===== src/rtl/bit_stream_serializer_pkg.sv =====
// Shared definitions for the bit-stream serializer and its pacing counter.
package bit_stream_serializer_pkg;

  // Serializer state encoding.
  typedef enum logic {
    SER_IDLE  = 1'b0,
    SER_SHIFT = 1'b1
  } ser_state_e;

  // Line level while no word is shifting. The detector bench idles at this same level.
  localparam logic SER_IDLE_LEVEL = 1'b1;

  // Counter width for a count range of n values, never below one bit.
  function automatic int cnt_width(input int n);
    return (n < 2) ? 1 : $clog2(n);
  endfunction

endpackage


===== src/rtl/bit_stream_serializer_tick.sv =====
// Pacing counter: marks the last of DIV clocks spent on each serial bit.
// With DIV=1 the counter never leaves zero, so tick simply follows en.
module bit_tick_gen
  import bit_stream_serializer_pkg::*;
#(
  parameter int DIV = 1
) (
  input  logic clk,
  input  logic rst,
  input  logic en,
  input  logic restart,
  output logic tick
);

  localparam int            CW   = cnt_width(DIV);
  localparam logic [CW-1:0] LAST = CW'(DIV - 1);

  logic [CW-1:0] div_cnt_q;
  logic [CW-1:0] div_cnt_d;

  // Tick on the final subcycle; wrap, restart or park at zero when idle.
  always_comb begin
    tick      = en && (div_cnt_q == LAST);
    div_cnt_d = div_cnt_q + 1'b1;
    if (restart || !en || tick) begin
      div_cnt_d = '0;
    end
  end

  // Subcycle counter register.
  always_ff @(posedge clk or negedge rst) begin
    if (!rst) begin
      div_cnt_q <= '0;
    end else begin
      div_cnt_q <= div_cnt_d;
    end
  end

endmodule


===== src/rtl/bit_stream_serializer.sv =====
// Parallel-to-serial source feeding the sequence detector's serial input.
// A new word may be accepted on the last subcycle of the current word, so
// consecutive words leave the block as one unbroken bit stream.
module bit_stream_serializer
  import bit_stream_serializer_pkg::*;
#(
  parameter int   WIDTH      = 8,
  parameter int   DIV        = 1,
  parameter bit   MSB_FIRST  = 1'b1,
  parameter logic IDLE_LEVEL = SER_IDLE_LEVEL
) (
  input  logic             clk,
  input  logic             rst,
  input  logic             load_valid,
  input  logic [WIDTH-1:0] load_data,
  output logic             load_ready,
  output logic             sout,
  output logic             sout_valid,
  output logic             busy,
  output logic             frame_done
);

  localparam int            BW       = cnt_width(WIDTH);
  localparam logic [BW-1:0] LAST_BIT = BW'(WIDTH - 1);

  ser_state_e       state_q, state_d;
  logic [WIDTH-1:0] shreg_q, shreg_d;
  logic [BW-1:0]    bit_cnt_q, bit_cnt_d;
  logic             sout_q, sout_d;
  logic             sout_valid_q, sout_valid_d;
  logic             busy_q, busy_d;
  logic             frame_done_q, frame_done_d;

  logic tick;
  logic last_sub;
  logic accept;

  bit_tick_gen #(
    .DIV (DIV)
  ) u_tick (
    .clk     (clk),
    .rst     (rst),
    .en      (state_q == SER_SHIFT),
    .restart (accept),
    .tick    (tick)
  );

  // Handshake: ready while idle, or on the final subcycle of the final bit.
  always_comb begin
    last_sub   = (state_q == SER_SHIFT) && (bit_cnt_q == LAST_BIT) && tick;
    load_ready = (state_q == SER_IDLE) || last_sub;
    accept     = load_valid && load_ready;
  end

  // Next state: capture a word, advance a bit, or drop back to idle.
  // shreg holds only the bits not yet presented, so sout_q is the live bit.
  always_comb begin
    state_d      = state_q;
    shreg_d      = shreg_q;
    bit_cnt_d    = bit_cnt_q;
    sout_d       = sout_q;
    frame_done_d = last_sub;
    if (accept) begin
      state_d   = SER_SHIFT;
      bit_cnt_d = '0;
      if (MSB_FIRST) begin
        sout_d  = load_data[WIDTH-1];
        shreg_d = load_data << 1;
      end else begin
        sout_d  = load_data[0];
        shreg_d = load_data >> 1;
      end
    end else if (last_sub) begin
      state_d   = SER_IDLE;
      bit_cnt_d = '0;
      shreg_d   = '0;
      sout_d    = IDLE_LEVEL;
    end else if ((state_q == SER_SHIFT) && tick) begin
      bit_cnt_d = bit_cnt_q + 1'b1;
      if (MSB_FIRST) begin
        sout_d  = shreg_q[WIDTH-1];
        shreg_d = shreg_q << 1;
      end else begin
        sout_d  = shreg_q[0];
        shreg_d = shreg_q >> 1;
      end
    end
    sout_valid_d = (state_d == SER_SHIFT);
    busy_d       = (state_d == SER_SHIFT);
  end

  // State and registered outputs; reset aborts any word in flight.
  always_ff @(posedge clk or negedge rst) begin
    if (!rst) begin
      state_q      <= SER_IDLE;
      shreg_q      <= '0;
      bit_cnt_q    <= '0;
      sout_q       <= IDLE_LEVEL;
      sout_valid_q <= 1'b0;
      busy_q       <= 1'b0;
      frame_done_q <= 1'b0;
    end else begin
      state_q      <= state_d;
      shreg_q      <= shreg_d;
      bit_cnt_q    <= bit_cnt_d;
      sout_q       <= sout_d;
      sout_valid_q <= sout_valid_d;
      busy_q       <= busy_d;
      frame_done_q <= frame_done_d;
    end
  end

  assign sout       = sout_q;
  assign sout_valid = sout_valid_q;
  assign busy       = busy_q;
  assign frame_done = frame_done_q;

endmodule


===== config.mk =====
export PLATFORM = sky130hd
export DESIGN_NAME = bit_stream_serializer
export DESIGN_NICKNAME = d
export VERILOG_FILES = /design/src/rtl/bit_stream_serializer_pkg.sv /design/src/rtl/bit_stream_serializer_tick.sv /design/src/rtl/bit_stream_serializer.sv
export SDC_FILE = /design/constraint.sdc
export NUM_CORES = 1
export LEC_CHECK = 0
export CAP_MARGIN = 30
export CORE_MARGIN = 2
export CORE_UTILIZATION = 45
export DETAILED_ROUTE_END_ITERATION = 10
export GPL_TIMING_DRIVEN = 0
export PLACE_DENSITY = 0.72
export SYNTH_ARGS = -nofsm -noshare
export SYNTH_HDL_FRONTEND = slang
export SYNTH_SLANG_ARGS = --single-unit

===== constraint.sdc =====
create_clock -name clk -period 4.1 [get_ports clk]
set_input_delay 1.23 -clock clk [delete_from_list [all_inputs] [get_ports clk]]
set_output_delay 1.23 -clock clk [all_outputs]
set_load 0.05 [all_outputs]

# After elaboration in Yosys (flattened, before gate mapping)
# Index checks and enable logic that the tools add are counted.
# totals
ff_bits	15
# op_classes
n_addsub	2
n_eq_ne	1
muxes	12
bitwise_logic	2
reduce_logical	11
# ops
op	count
two-way mux 8 bit	3
two-way mux 3 bit	3
two-way mux 1 bit	6
logical AND 1 bit	5
adder 3 x 1 -> 3 bit, second input constant	1
== test 3 bit, second input constant	1
logical OR 1 bit	3
nonzero test 3 bit	1
NOT 1 bit	2
nonzero test 2 bit	1
adder 1 bit, second input constant	1
logical NOT 1 bit	1

# Longest topological paths before layout
# logic_depth
ltp_word	8
depth_mapped	6

# Modules after synthesis
# Synthesis repeated with hierarchy kept, for this count alone.
# unflattened
hier_cells	81
area_unflattened_um2	778.2
# by_module_without_submodules
mod	n_inst	cells_per_inst	area_each_um2	seq_area_each_um2
bit_stream_serializer	1	78	735.7	326.6
bit_tick_gen	1	3	42.5	25.0

# Least setup slack after synthesis
# No wires, ideal clock.
# synth_path
path_type	reg-to-output
from	reg bit_cnt_q[0]
to	out load_ready
t_arrival_ns	1.289
required_ns	2.870
path_slack_ns	1.581
stages_incl_launch_ff	5
path_buffers	0
cell_sequence	dfrtp_1 -> ha_1 -> ha_1 -> nor2b_4 -> nand2b_1
# synth_between
elab_chain_len	4
# synth_lines
item	line_no	rtl
from (decl)	bit_stream_serializer.sv:28	logic [BW-1:0] bit_cnt_q, bit_cnt_d;
from (signal assigned)	bit_stream_serializer.sv:105	bit_cnt_q <= bit_cnt_d;
== test 3 bit	bit_stream_serializer.sv:50	last_sub = (state_q == SER_SHIFT) && (bit_cnt_q == LAST_BIT) && tick;
logical AND 1 bit (2 in series)	bit_stream_serializer.sv:50	
logical OR 1 bit	bit_stream_serializer.sv:51	load_ready = (state_q == SER_IDLE) || last_sub;
to (decl)	bit_stream_serializer.sv:16	output logic load_ready,
# Every way passes these cells.

# Worst setup path after layout
# Same ends and word-level chain as after synthesis.

==> impl_metrics.tcl <==
set metrics [dict create \
    htreeDepth 1 \
    worstHoldStart "bit_cnt_q[2]$_DFFE_PN0P_" \
    drtAntennaViolNets 0 \
    hold_class "reg -> reg" \
    cts_tree "yes" \
    design.core.area_um2 1541 \
    synth.distinct_cells 30 \
    wirelength_mm 1.584 \
    drc 0 \
    syn_avg_cell_area_um2 9.645 \
    synthFlopType "dfrtp_1" \
    rr_startpoint "bit_cnt_q[0]$_DFFE_PN0P_" \
    vias 627 \
    finalMaxSlewViolations 0 \
    ctsHoldBuffers 0 \
    tightestPinTransition_ns 0.6327 \
    ys_warn_count 0 \
    cp_slowest_cell "clkdlybuf4s50_1" \
    synth-seq-cells 14 \
    grt-busiest-layer "met2" \
    nNetsFinal 111 \
    fin_setup_tns_ns 0 \
    rows 14 \
    cp.required_ns 2.87 \
    p_leak_nw 0.4326 \
    ir_drop_mv 0.2951 \
    clockRootBuffer "clkbuf_4" \
    die_h_um 45.15 \
    fin_crit_ns 3.384 \
    wl_per_cell_um 14.02 \
    area_growth_pct 25.78 \
    end_kind "primary output" \
    dieArea_um2 2039 \
    place_hpwl_mm 1.110 \
    r2r_slack_ns 2.40 \
    start_util_pct 49.43 \
    slowest_delay_ns 0.80 \
    async_reset_ff_share_pct 100.0 \
    cap_violations 0 \
    cp.arrival_ns 2.15 \
    grt_pass1_wl_mm 2.539 \
    multi_input_area_um2 334.1 \
    worstSkewPairLatency_ns 0.28 \
    crit_fanout 4 \
    cts_sinks 14 \
    drive_gt1_share_pct 12.37 \
    cts.repair.resized 0 \
    hold_violations 0 \
    dieWidth_um 45.15 \
    final.setup_skew_ns 0.007427 \
    cts.path.max_buffers 2 \
    worstRegToRegCells 5 \
    fmax_ghz 0.2955 \
    post-synth-top-count-cell "dfrtp_1" \
    numCtsBuffers 3 \
    viasPerCell 5.549 \
    synth_area_leaders "dfrtp_1 43%, a221oi_1 6.9%, o21ai_0 5.3%" \
    hold_end "bit_cnt_q[2]$_DFFE_PN0P_" \
    grt_usage_pct 17.86 \
    gr-usage-met2_pct 27.14 \
    path_clk_slew_ns 0.10 \
    rsz0062_at_grt "false" \
    grt_start_max_net_pins 15 \
    status "completed" \
    worstPathCellList "ha_1, ha_1, nor2b_4, nand2b_1, clkdlybuf4s50_1" \
    post_cts_buffers 0 \
    diodes 0 \
    setup_viol 0 \
    power_mw 0.5092 \
    syn-cell-area_um2 762.0 \
    grt_use_met3_pct 4.800 \
    grt-ovfl-total 0 \
    io_buffers 14 \
    synthesis.nets 92 \
    p_per_area_nw_per_um2 531.3 \
    antenna_found_initial 0 \
    regArea_um2 351.6 \
    yosys.area.top_type "dfrtp_1" \
    met1_usage_pct 23.31 \
    worstReg2RegEnd "shreg_q[2]$_DFFE_PN0P_" \
    grt_pass1_vias 557 \
    crit_top_cell "ha_1" \
    yosysTopAreaCellShare_pct 42.69 \
    worst-setup-path-type "reg -> out" \
    drt_pass1_iterations 4 \
    placed_cell_area_um2 922.1 \
    hold_depth 1 \
    relSlewSlack_pct 57.69 \
    yosysSeqAreaShare_pct 46.14 \
    netlist_instances 79 \
    finalCritPeriodShare_pct 82.55 \
    io_pins 16 \
    crit_path_start_kind "flip-flop" \
    gp_congestion 0.7767 \
    synth_commonest_cells "13 x dfrtp_1, 8 x inv_1, 8 x o21ai_0, 7 x a21oi_1, 6 x a221oi_1" \
    fin_area_um2 958.4 \
    nFillCells 126 \
    synth_enable_flop_cells 0 \
    first_iter_violations 12 \
]
-- sequential cells by signal (all words and copies together) (netlist names) --
name and count:
bit_cnt_q 3, busy 1, frame_done 1, shreg_q 7, sout 1, u_tick.div_cnt_q 1
-- per-stage QoR --
step                hold WS (ns)  setup WS [ns]  instances  utilization [%]
finish                    0.5659         0.7156        113            62.18
global route              0.5804         0.5701        113            62.18
detailed placement        0.5421          1.017        109            59.82
global placement          0.5271          1.053        109            59.82
floorplan                 0.5029          1.581         79                -
CTS                       0.5647         0.6968        113            62.18
-- layout by cell type, fill, tap and decap left out, types with 3 or more instances in the layout --
cell type,n
a21oi_1,7
a221oi_1,6
clkbuf_1,3
clkbuf_4,3
clkdlybuf4s50_1,14
dfrtp_1,13
inv_1,8
nand2_1,5
nand2b_1,3
o21ai_0,8
-- worst max-delay path by stage --
stage                                         from         end  cells past startpoint
final                     bit_cnt_q[0]$_DFFE_PN0P_  load_ready                      5
after global routing      bit_cnt_q[0]$_DFFE_PN0P_  load_ready                      5
after global placement    bit_cnt_q[0]$_DFFE_PN0P_  load_ready                      5
after floorplan           bit_cnt_q[0]$_DFFE_PN0P_  load_ready                      4
after detailed placement  bit_cnt_q[0]$_DFFE_PN0P_  load_ready                      5
after CTS                 bit_cnt_q[0]$_DFFE_PN0P_  load_ready                      5
-- power breakdown --
group | internal, mW | total [mW] | leakage (nW) | switching (mW)
logic | 0.0882 | 0.189 | 0.249 | 0.100
clock network | 0.0540 | 0.103 | 0.0210 | 0.0485
registers | 0.188 | 0.218 | 0.162 | 0.0303
total | 0.330 | 0.509 | 0.433 | 0.179
-- cells by family after synthesis --
kind of cell,after synthesis,synth area share (%)
other,1,0.4921
AO/OA/AOI/OAI,28,24.14
multiplexers,2,3.284
adder cells (fa/ha/maj),2,3.284
AND/OR/NAND/NOR,17,12.64
flip-flops,14,46.14
buffers and inverters,15,10.02
-- area by class of cell --
class	instances	share of cell area (%)
inverters	8	3.133
flip-flops and latches	14	36.68
multi-input cells	50	34.86
clock buffers	4	3.786
repair buffers	14	14.62
plain buffers	7	4.830
well taps	16	2.089
-- layer usage --
metal / up-vias / share of wire, %
met4: 0 / 0.82
met5: - / 0
li1: 311 / -
met1: 302 / 48
met3: 2 / 4.0
met2: 12 / 47
-- critical path, delay by kind of cell (launching register included) --
family	cells	cell delay (ns)
adder cells (fa/ha/maj)	2	0.36
buffers and inverters	1	0.80
AND/OR/NAND/NOR	2	0.32
flip-flops	1	0.39
(Power assumes the default switching activity.)
